`config.mk`:
```
export PLATFORM = sky130hd
export DESIGN_NAME = cordic_out_serializer
export DESIGN_NICKNAME = d
export VERILOG_FILES = /design/src/rtl/cordic_wrapper_pkg.sv /design/src/rtl/out_word_fifo.sv /design/src/rtl/cordic_out_serializer.sv
export SDC_FILE = /design/constraint.sdc
export NUM_CORES = 1
export LEC_CHECK = 0
export ABC_CLOCK_PERIOD_IN_PS = 4000
export BUFFER_PORTS_ARGS = -buffer_cell sky130_fd_sc_hd__buf_4
export CORE_AREA = 2 2 163 125
export DETAILED_ROUTE_END_ITERATION = 12
export DIE_AREA = 0 0 165 127
export MAX_ROUTING_LAYER = met4
export PLACE_DENSITY = 0.88
export SETUP_SLACK_MARGIN = 0.02
export SLEW_MARGIN = 15
export SYNTH_ARGS = -nofsm -noshare
export SYNTH_HDL_FRONTEND = slang
export SYNTH_SLANG_ARGS = --single-unit
```
`constraint.sdc`:
```
create_clock -name i_clk -period 4 [get_ports i_clk]
set_clock_uncertainty 0.05 [all_clocks]
set_input_delay 0.2 -clock i_clk [delete_from_list [all_inputs] [get_ports i_clk]]
set_output_delay 0.2 -clock i_clk [all_outputs]
set_load 0.005 [all_outputs]
```
`src/rtl/cordic_wrapper_pkg.sv`:
```
// Shared types and constants for the CORDIC test wrapper output path.
// The serializer state enum is exported so checkers can bind to it directly.
package cordic_wrapper_pkg;

  typedef enum logic {
    SER_IDLE = 1'b0,
    SER_SEND = 1'b1
  } e_ser_state;

  localparam int SER_DATA_WIDTH = 56;
  localparam int SER_LANE_WIDTH = 8;
  localparam int SER_FIFO_DEPTH = 4;
  localparam int SER_BEATS      = SER_DATA_WIDTH / SER_LANE_WIDTH;
  localparam int DROP_CNT_W     = 8;

endpackage

```
`src/rtl/out_word_fifo.sv`:
```
// Word buffer between the CORDIC wrapper and the serializer FSM.
// A push on a full FIFO is still accepted when a pop happens in the same cycle.
module out_word_fifo #(
  parameter int WIDTH = 56,
  parameter int DEPTH = 4
) (
  input  logic             clk,
  input  logic             rst_n,
  input  logic             push,
  input  logic [WIDTH-1:0] wdata,
  input  logic             pop,
  output logic [WIDTH-1:0] rdata,
  output logic             full,
  output logic             empty
);

  localparam int AW = $clog2(DEPTH);

  logic [WIDTH-1:0] mem [DEPTH];
  logic [AW-1:0]    wr_ptr;
  logic [AW-1:0]    rd_ptr;
  logic [AW:0]      count;
  logic             do_wr;
  logic             do_rd;

  assign do_rd = pop & ~empty;
  assign do_wr = push & (~full | do_rd);

  assign full  = (count == (AW+1)'(DEPTH));
  assign empty = (count == '0);
  // When full, wr_ptr == rd_ptr: the read below still sees the old word this cycle.
  assign rdata = mem[rd_ptr];

  always_ff @(posedge clk) begin
    if (do_wr) mem[wr_ptr] <= wdata;
  end

  always_ff @(posedge clk or negedge rst_n) begin
    if (!rst_n) begin
      wr_ptr <= '0;
      rd_ptr <= '0;
      count  <= '0;
    end else begin
      if (do_wr) wr_ptr <= wr_ptr + 1'b1;
      if (do_rd) rd_ptr <= rd_ptr + 1'b1;
      case ({do_wr, do_rd})
        2'b10:   count <= count + 1'b1;
        2'b01:   count <= count - 1'b1;
        default: count <= count;
      endcase
    end
  end

endmodule

```
`src/rtl/cordic_out_serializer.sv`:
```
// Buffers wide CORDIC result words and streams them MS slice first over a narrow
// valid/ready lane; words arriving on a full buffer are dropped and counted.
module cordic_out_serializer
  import cordic_wrapper_pkg::*;
#(
  parameter int DATA_WIDTH = SER_DATA_WIDTH,
  parameter int LANE_WIDTH = SER_LANE_WIDTH,
  parameter int FIFO_DEPTH = SER_FIFO_DEPTH
) (
  input  logic                  i_clk,
  input  logic                  i_async_rst_n,
  input  logic                  i_en,
  input  logic                  i_vld,
  input  logic [DATA_WIDTH-1:0] i_data,
  input  logic                  i_ready,
  output logic                  o_lane_vld,
  output logic [LANE_WIDTH-1:0] o_lane,
  output logic                  o_sof,
  output logic                  o_fifo_full,
  output logic                  o_overflow,
  output logic [DROP_CNT_W-1:0] o_drop_cnt,
  output e_ser_state            o_dbg_state
);

  // Lane handshake: a beat transfers on a rising edge where o_lane_vld, i_ready
  // and i_en are all high. o_lane/o_sof/o_lane_vld hold until that edge.

  localparam int BEATS  = DATA_WIDTH / LANE_WIDTH;
  localparam int BEAT_W = (BEATS > 1) ? $clog2(BEATS) : 1;

  e_ser_state            state;
  logic [DATA_WIDTH-1:0] shreg;
  logic [BEAT_W-1:0]     beat_cnt;
  logic                  overflow;
  logic [DROP_CNT_W-1:0] drop_cnt;

  logic                  fifo_full;
  logic                  fifo_empty;
  logic [DATA_WIDTH-1:0] fifo_rdata;
  logic                  push_req;
  logic                  pop;
  logic                  beat_hs;
  logic                  last_beat;
  logic                  drop;

  assign push_req  = i_en & i_vld;
  assign last_beat = (beat_cnt == BEAT_W'(BEATS - 1));
  assign beat_hs   = i_en & (state == SER_SEND) & i_ready;
  assign pop       = i_en & ~fifo_empty &
                     ((state == SER_IDLE) | (beat_hs & last_beat));
  assign drop      = push_req & fifo_full & ~pop;

  out_word_fifo #(
    .WIDTH (DATA_WIDTH),
    .DEPTH (FIFO_DEPTH)
  ) u_fifo (
    .clk   (i_clk),
    .rst_n (i_async_rst_n),
    .push  (push_req),
    .wdata (i_data),
    .pop   (pop),
    .rdata (fifo_rdata),
    .full  (fifo_full),
    .empty (fifo_empty)
  );

  always_ff @(posedge i_clk or negedge i_async_rst_n) begin
    if (!i_async_rst_n) begin
      state    <= SER_IDLE;
      shreg    <= '0;
      beat_cnt <= '0;
      overflow <= 1'b0;
      drop_cnt <= '0;
    end else if (i_en) begin
      if (drop) begin
        overflow <= 1'b1;
        if (drop_cnt != '1) drop_cnt <= drop_cnt + 1'b1;
      end
      case (state)
        SER_IDLE: begin
          if (!fifo_empty) begin
            shreg    <= fifo_rdata;
            beat_cnt <= '0;
            state    <= SER_SEND;
          end
        end
        SER_SEND: begin
          if (i_ready) begin
            if (last_beat) begin
              // Back-to-back words: reload without an idle bubble.
              if (!fifo_empty) begin
                shreg    <= fifo_rdata;
                beat_cnt <= '0;
              end else begin
                state <= SER_IDLE;
              end
            end else begin
              shreg    <= {shreg[DATA_WIDTH-LANE_WIDTH-1:0], {LANE_WIDTH{1'b0}}};
              beat_cnt <= beat_cnt + 1'b1;
            end
          end
        end
        default: state <= SER_IDLE;
      endcase
    end
  end

  assign o_lane      = shreg[DATA_WIDTH-1 -: LANE_WIDTH];
  assign o_lane_vld  = (state == SER_SEND);
  assign o_sof       = (state == SER_SEND) && (beat_cnt == '0);
  assign o_fifo_full = fifo_full;
  assign o_overflow  = overflow;
  assign o_drop_cnt  = drop_cnt;
  assign o_dbg_state = state;

endmodule

```
==> After elaboration in Yosys (flattened, before gate mapping) <==
Memories as Yosys holds them, arrays and structs flattened.
Cells that the tools add are included.
{ "classes": {"addsub": 6, "eq_ne": 6, "muxes": 15, "bitwise_logic": 16, "reduce_logical": 7} }
{ "op_table": {"columns": ["operator", "n"], "rows": [
  ["$mux 56", 3],
  ["$pmux 56 s2", 1],
  ["$pmux 3 s2", 2],
  ["$and 1x1->1", 10],
  ["$mux 3", 3],
  ["$add 8x1->8 const B", 1],
  ["$ne 8x8->1 const B", 1],
  ["$add 3x1->3 const B", 2],
  ["$eq 3x3->1 const B", 2],
  ["$logic_not 3->1", 2],
  ["$mux 1", 5],
  ["$add 2x1->2 const B", 2],
  ["$not 1->1", 4],
  ["$reduce_and 2->1", 2],
  ["$reduce_and 3->1", 1],
  ["$sub 3x1->3 const B", 1],
  ["$eq 2x1->1 const B", 1],
  ["$eq 2x2->1 const B", 1],
  ["$ne 2x2->1 const B", 1],
  ["$or 1x1->1", 2],
  ["$pmux 1 s2", 1],
  ["$reduce_bool 2->1", 1],
  ["$logic_and 1x1->1", 1]
]} }
{ "totals": {"register_bits": 76, "mem_bits_rw": 224, "in_bits": 61, "n_memories": 1} }
{ "memory_table": {"columns": ["name", "words", "word_bits", "rd", "rd_clocked_by_memory_dff", "wr", "line_no", "source"], "rows": [
  ["u_fifo.mem", 4, 56, 1, 0, 1, "out_word_fifo.sv:19", "logic [WIDTH-1:0] mem [DEPTH];"]
]} }

==> Longest topological paths before layout <==
Gate-level depths: netlist of the first run.
{ "logic_depth": {"word_depth": 10, "ltp_mapped": 12} }

==> Cells and area by module <==
A second synthesis of the first run with hierarchy kept.
{ "hier_totals": {"hier_cells": 648, "hier_area_um2": 11546.1} }
{ "by_module_without_submodules": {"columns": ["module", "n_inst", "cells_each", "area_each_um2", "seq_area_each_um2"], "rows": [
  ["out_word_fifo", 1, 331, 8500.7, 6901.6],
  ["cordic_out_serializer", 1, 317, 3045.4, 1726.7]
]} }

==> Worst setup path before layout of the first run <==
No wires, ideal clock.
{ "synth_path": {"kind": "register -> register", "startpoint": "register beat_cnt[0]", "endpoint": "memory u_fifo.mem[0][0], enable pin", "setup_time_ns": 0.420, "arrival_ns": 2.299, "required_ns": 3.530, "slack_ns": 1.231, "path_stages_with_launch": 6, "synth_period_minus_slack_ns": 2.769, "cell_sequence": "dfrtp_1 > inv_1 > ha_1 > nand3_1 > nand3_1 > and3_1"} }
{ "synth_between": {"elab_chain_len": 9} }
{ "synth_lines": {"columns": ["element", "line_no", "source"], "rows": [
  ["from (decl)", "cordic_out_serializer.sv:33", "logic [BEAT_W-1:0] beat_cnt;"],
  ["from (signal assigned)", "cordic_out_serializer.sv:99", "beat_cnt <= beat_cnt + 1'b1;"],
  ["$eq 3x3->1", "cordic_out_serializer.sv:47", "assign last_beat = (beat_cnt == BEAT_W'(BEATS - 1));"],
  ["$and 1x1->1", "cordic_out_serializer.sv:50", "((state == SER_IDLE) | (beat_hs & last_beat));"],
  ["$or 1x1->1", "cordic_out_serializer.sv:50", null],
  ["$and 1x1->1", "cordic_out_serializer.sv:49", "assign pop = i_en & ~fifo_empty &"],
  ["$and 1x1->1", "out_word_fifo.sv:26", "assign do_rd = pop & ~empty;"],
  ["$or 1x1->1", "out_word_fifo.sv:27", "assign do_wr = push & (~full | do_rd);"],
  ["$and 1x1->1", "out_word_fifo.sv:27", null],
  ["$mux 1", "out_word_fifo.sv:35", "if (do_wr) mem[wr_ptr] <= wdata;"],
  ["$mux 1 (implied by the code)", "out_word_fifo.sv:35", null],
  ["to (decl)", "out_word_fifo.sv:19", null]
]} }
No other way between the ends.

==> Final worst setup path of the first run <==
{ "layout_path": {"startpoint": "register beat_cnt[0]", "endpoint": "register u_fifo.count[2]"} }
{ "layout_between": {"elab_chain_len": 9, "word_cells_on_any_way": 11, "classes_between": "eq/ne: 3; mux: 1; bitwise: 6; reduce/logical: 1"} }
{ "layout_lines": {"columns": ["element", "line_no", "source"], "rows": [
  ["$eq 3x3->1 (*)", "cordic_out_serializer.sv:47", null],
  ["$and 1x1->1 (*)", "cordic_out_serializer.sv:50", null],
  ["$or 1x1->1 (*)", "cordic_out_serializer.sv:50", null],
  ["$and 1x1->1 (*)", "cordic_out_serializer.sv:49", null],
  ["$and 1x1->1 (*)", "out_word_fifo.sv:26", null],
  ["named net u_fifo.do_rd", "out_word_fifo.sv:24", "logic do_rd;"],
  ["$or 1x1->1", "out_word_fifo.sv:27", null],
  ["$and 1x1->1", "out_word_fifo.sv:27", null],
  ["$eq 2x1->1 / $eq 2x2->1 (equally long branches)", "out_word_fifo.sv:46", "case ({do_wr, do_rd})"],
  ["$pmux 3 s2 / $reduce_bool 2->1 (equally long branches)", null, null],
  ["to (signal assigned)", "out_word_fifo.sv:47", "2'b10: count <= count + 1'b1;"],
  ["to (signal assigned)", "out_word_fifo.sv:48", "2'b01: count <= count - 1'b1;"],
  ["to (signal assigned)", "out_word_fifo.sv:49", "default: count <= count;"],
  ["to (decl)", "out_word_fifo.sv:22", "logic [AW:0] count;"]
]} }
The timed path passes the listed nets; every way through them passes the cells marked *.
A chain may end at the register's enable or synchronous reset.

==> summary.txt, run 1 <==
outcome: finished, final reports clean
placer congestion estimate: 0.7920
DRC marker count from the first detailed-route iteration: 695
P per Cell Area: 608.7 nW/µm²
top cell type by total area after synthesis: edfxtp_1
FILL cells: 1,078
Tightest Pin Transition: 1.028 ns
layout cells sized above 1: 0.2575
global-route usage over all layers: 0.2478
GR Util met3: 0.04838
Area Overhead vs Synth: 20.14%
clock tree buffer depth: 3
CP endpoint kind: register
Final HPWL DP: 14,050 µm
largest net degree at the start of global routing: 77
Top FF cell, synth: edfxtp_1
VDD IR-drop max: 0.4166 mV
post-route ant nets: 0
largest family of logic cells by synthesized area: multiplexers
GR peak layer: met2
final slew viol count: 0
Yosys warning count: 0
CP max FO: 10
mux share of post-synthesis cell area: 0.1149
Starting Density: 0.5964
worst hold stages: 4
Die Span Y: 127 µm
crit start category: register
Setup-failing EPs final: 0
total wire length: 24,370 µm
IO Pins: 82
Rel. slew slack: 0.3146
clock group share of total power: 0.306
clk sink count: 300
Layout Nets: 849
commonest cells after routing, fill and taps aside: edfxtp_1, nor2_1, buf_4, dfrtp_1, dlygate4sd3_1
global-route wire length before repair: 37,820 µm
later-pin clock latency in the skew report: 0.54 ns
postcts setup bufs: 0
number of synthesized flops with an enable pin: 224
Yosys top cell area share: 0.5870
Root Buffer: clkbuf_16
synthesized cell area: 11,460 µm²
total internal power: 6.166 mW
Sequential Power Share: 0.499
xor-xnor portion of the synthesized cell area: 0.007643
ant diodes: 0
minimum clock period: 2.788 ns
Netlist cell types: 41
total global routing overflow: 0
DRC viols: 0
Async S/R FF share, synth: 0.2533
port buffer count: 81
kind of critical path: reg2reg
TNS Setup: 0 ns
Seq/Total Area, Yosys: 0.7529
Core Box Area: 19,210 µm²
H-tree levels: 1
crit path DAT: 3.19 ns
hold crit path type: in2reg
DR WL/cell: 23.14 µm
vias per cell: 6.067
clk slew on worst S/H paths: 0.06 ns
Fin. Hold Viols: 0
max-cap viol count: 0
Switch Pwr: 2.215 mW
Sw Ratio: 0.2643
worst r2r path cells: 11
CP required: 4.40 ns
Global Route met1 Usage: 0.3149
via count: 6,389
drt pass-1 iters: 6
Comb pwr share: 0.195
Synth area leaders: edfxtp_1, dfrtp_1, mux4_2, nor2_1, o22ai_1
Fmax achieved: 358.7 MHz
unrepaired setup endpoints after global routing: false
cts bufs inserted: 28
most common cell after layout, fill and taps aside: edfxtp_1
Syn Nets: 705
post-synthesis cell count: 634
Die Wd: 165 µm
LEAKAGE: 4.853 nW
die area: 20,960 µm²
Avg Cell Area, Syn: 18.08 µm²
Synth Area in Adders: 0.01157
initial antenna violation count: 0
Compound-Gate Fraction of Synth Area: 0.04040
post-synthesis simple-gate area fraction: 0.05033
number of synthesized register bits: 300
CTS tree: yes
met2 Use GR: 0.4135
WHS: 0.06555 ns
fin crit share: 0.6970
number of global-route vias before repair: 6,873
num rows: 44
reg-to-reg slack, setup: 1.21 ns
## path summary, 6_finish.rpt
| check | startpoint | to |
|---|---|---|
| worst min register to register | o_overflow | o_overflow |
| max in group asynchronous | i_async_rst_n | u_fifo.rd_ptr[0] |
| worst max-delay path | beat_cnt[0] | u_fifo.count[2] |
| worst min-delay path | i_ready | o_dbg_state |
| min in group asynchronous | i_async_rst_n | o_drop_cnt[7] |
| worst max register to register | beat_cnt[0] | u_fifo.count[2] |
## routing by layer
metal,up-vias,wire (µm)
met5,-,0
met4,0,570
met3,55,1753
met2,318,12810
met1,3282,9237
li1,2734,-
## kinds of logic (layout without fill, tap and decap cells)
family                   count (synthesis)  count (layout)
flip-flops                             300             300
AO/OA/AOI/OAI                           68              68
AND/OR/NAND/NOR                        135             135
buffers and inverters                   50             216
multiplexers                            61              61
adder cells (fa/ha/maj)                 10              10
XOR/XNOR                                10              10
## power by group through the flow
stage / sequential, mW / combinational (mW) / clock (mW)
2_1_floorplan: 4.00 / 1.26 / 0
3_3_place_gp: 4.21 / 1.50 / 0
3_5_place_dp: 4.24 / 1.57 / 0
4_1_cts: 4.19 / 1.65 / 2.60
5_1_grt: 4.24 / 1.75 / 2.72
6_report: 4.18 / 1.63 / 2.57
## synth_stat cells (5+ instances only)
master    count
o22ai_1      48
xor2_1        6
mux4_2       56
dfrtp_1      76
nor2_1      101
clkbuf_1     13
nand2_1       9
o21ai_0       5
nand3_1       5
ha_1          9
buf_4        13
buf_2         9
inv_1        10
a22o_1        8
edfxtp_1    224
## metrics by stage
step / cells / power, mW / area, µm² / setup WS, ns / utilization
floorplan: 634 / 5.264 / 11460 / 1.231 / -
global placement: 943 / 5.703 / 12300 / 1.365 / 0.6401
detailed placement: 943 / 5.812 / 12300 / 1.252 / 0.6401
CTS: 1053 / 8.428 / 13770 / 1.218 / 0.7166
global route: 1053 / 8.715 / 13770 / 1.039 / 0.7166
finish: 1053 / 8.381 / 13770 / 1.212 / 0.7166
## cell type report
cell class,count,area [µm²],share of cell area
Inverter,11,41.29,0.002999
Multi-Input combinational cell,284,2595,0.1885
Clock inverter,11,97.59,0.007088
Sequential cell,300,8633,0.6270
Tap cell,253,316.6,0.02299
Clock buffer,41,790.8,0.05743
Timing Repair Buffer,153,1294,0.09397
## critical path, cell delays in order, from the launching register on
cell,delay [ns]
dfrtp_1,0.37
inv_1,0.11
ha_1,0.23
a21boi_0,0.14
or3_2,0.46
inv_2,0.18
ha_1,0.21
inv_1,0.08
fa_1,0.44
xor2_1,0.15
nor2_1,0.11
xor2_1,0.17
## what timing repair did
| item | in CTS | in global routing |
|---|---|---|
| hold endpoints to repair | 301 | 0 |
| hold buffers | 58 | 0 |
| endpoints found under the setup margin | 0 | 0 |
| gates resized for setup | 0 | 0 |
## sequential cells by signal, indices dropped and copies added, names as in the netlist
register       count
beat_cnt           3
o_dbg_state        1
o_drop_cnt         8
o_overflow         1
shreg             56
u_fifo.count       3
u_fifo.mem       224
u_fifo.rd_ptr      2
u_fifo.wr_ptr      2
Note: power is estimated with default switching activity, not from simulation.
==> inputs of run 2 (changes only) <==
- ABC_CLOCK_PERIOD_IN_PS: 4000 -> 2700
- clock period: 4 -> 2.7 ns (I/O delays scaled with it)
==> run 2 against run 1 <==
Power rose by 47%. Sequential power increased by 44%. First-iteration DRC count up 0.72%. Sequential share of layout area fell by 0.48 points. Clock-buffer cell count decreased by 4. Critical path depth unchanged. Utilization grew 0.55 points. Routed wire length shrank 3.6%. Combinational power is 63% higher.
==> summary.txt, run 2 (synthesis results as in run 1) <==
outcome: finished, final reports clean
fin crit share: 0.9355
Setup-failing EPs final: 0
most common cell after layout, fill and taps aside: edfxtp_1
CTS tree: yes
Cell Area, Placed: 12,430 µm²
layout cells sized above 1: 0.2675
crit path max-delay cell type: or3_2
Area Overhead vs Synth: 21.07%
Reg with most FFs: u_fifo.mem
VDD IR-drop max: 0.6074 mV
hold crit path type: in2async
IO Pins: 82
Rel. slew slack: 0.5881
CP Depth: 11
P per Cell Area: 888.8 nW/µm²
Power, Total: 12.33 mW
minimum clock period: 2.526 ns
vias per cell: 6.031
CP endpoint kind: register
met3 wire length: 1683 µm
port buffer count: 81
via count: 6,351
kind of critical path: reg2reg
die area: 20,960 µm²
total global routing overflow: 0
total wire length: 23,490 µm
register area: 8633 µm²
clock tree buffer depth: 3
Fin. Hold Viols: 0
initial antenna violation count: 0
reg-to-reg slack, setup: 0.17 ns
LEAKAGE: 4.889 nW
Core Box Area: 19,210 µm²
number of global-route vias before repair: 6,758
CP bufs+invs: 3
max reg flops: 224
Tightest Pin Transition: 0.6179 ns
routed length on met1: 9416 µm
reg2reg start: beat_cnt[0]
Root Buffer: clkbuf_16
drt pass-1 iters: 7
global-route wire length before repair: 37,030 µm
multi-input logic area: 2608 µm²
Final HPWL DP: 13,720 µm
unrepaired setup endpoints after global routing: false
clk sink count: 300
CP required: 3.09 ns
WHS: 0.04591 ns
Final Cell Area: 13,870 µm²
global-route usage over all layers: 0.2397
later-pin clock latency in the skew report: 0.52 ns
crit path DAT: 2.92 ns
PnR worst setup slack: 0.1740 ns
DRC viols: 0
Slowest Stage Delay on Critical Path: 0.45 ns
Layout Nets: 851
max-cap viol count: 0
post-route ant nets: 0
commonest cells after routing, fill and taps aside: edfxtp_1, nor2_1, buf_4, dfrtp_1, dlygate4sd3_1
critical path's top delay family: adder cells
CP max FO: 4
crit start category: register
largest net degree at the start of global routing: 57
DR top layer: met4
worst reg2reg path endpoint: u_fifo.count[2]
H-tree levels: 1
placer congestion estimate: 0.7853
ant diodes: 0
Fmax achieved: 395.9 MHz
worst r2r path cells: 11
num rows: 44
met2 wire length: 11,820 µm
FILL cells: 1,110
Die Span Y: 127 µm
worst slack, placed: 0.03296 ns
Starting Density: 0.5964
critical path, cell by cell: inv_2 > ha_4 > a21boi_1 > or3_2 > inv_2 > ha_1 > inv_1 > fa_1 > xor2_1 > nor2_1 > xor2_1
clk slew on worst S/H paths: 0.06 ns
final slew viol count: 0
DR WL/cell: 22.31 µm
DRC marker count from the first detailed-route iteration: 700
Die Wd: 165 µm
cts bufs inserted: 27
TNS Setup: 0 ns
postcts setup bufs: 0
==> run 2: how the worst max path moves through the flow <==
stage                 endpoint            start
2_1_floorplan  u_fifo.count[2]      beat_cnt[0]
3_3_place_gp   u_fifo.count[2]      beat_cnt[0]
3_5_place_dp   u_fifo.count[2]      beat_cnt[0]
4_1_cts        u_fifo.count[2]      beat_cnt[0]
5_1_grt        u_fifo.count[2]  u_fifo.count[0]
6_report       u_fifo.count[2]      beat_cnt[0]
==> run 2: per-stage QoR <==
| stage | std cells | utilization |
|---|---|---|
| 3_5_place_dp | 946 | 0.6472 |
| 4_1_cts | 1053 | 0.7216 |
| 2_1_floorplan | 634 | - |
| 5_1_grt | 1053 | 0.7221 |
| 6_report | 1053 | 0.7221 |
| 3_3_place_gp | 946 | 0.6472 |
==> run 2: timing repair <==
action,in CTS,in global routing
endpoints found under the hold margin,290,0
pin swaps,0,0
hold buffers,58,0
setup endpoints to repair,1,1
gates resized for setup,1,3
==> run 2: final cells by class <==
type                            count  area share
Multi-Input combinational cell    284      0.1879
Inverter                           11    0.002976
Tap cell                          253     0.02282
Clock buffer                       37     0.05519
Sequential cell                   300      0.6222
Timing Repair Buffer              156      0.1030
Clock inverter                     12    0.005862
==> run 2: metal layers <==
layer,GRT usage,up-vias
li1,-,2742
met1,0.3292,3249
met2,0.3794,311
met3,0.04026,49
met4,0.06854,0
met5,-,-
==> run 2: worst register-to-register path, stage by stage, from the launching register on <==
cell and delay [ns]:
dfrtp_1 0.41, inv_2 0.12, ha_4 0.16, a21boi_1 0.09, or3_2 0.45, inv_2 0.08, ha_1 0.19, inv_1 0.07
fa_1 0.42, xor2_1 0.15, nor2_1 0.12, xor2_1 0.15
==> run 2: power by group <==
part | internal (mW) | switching (mW)
registers | 5.64 | 0.394
logic | 1.37 | 1.29
clock network | 2.08 | 1.56
total | 9.09 | 3.25
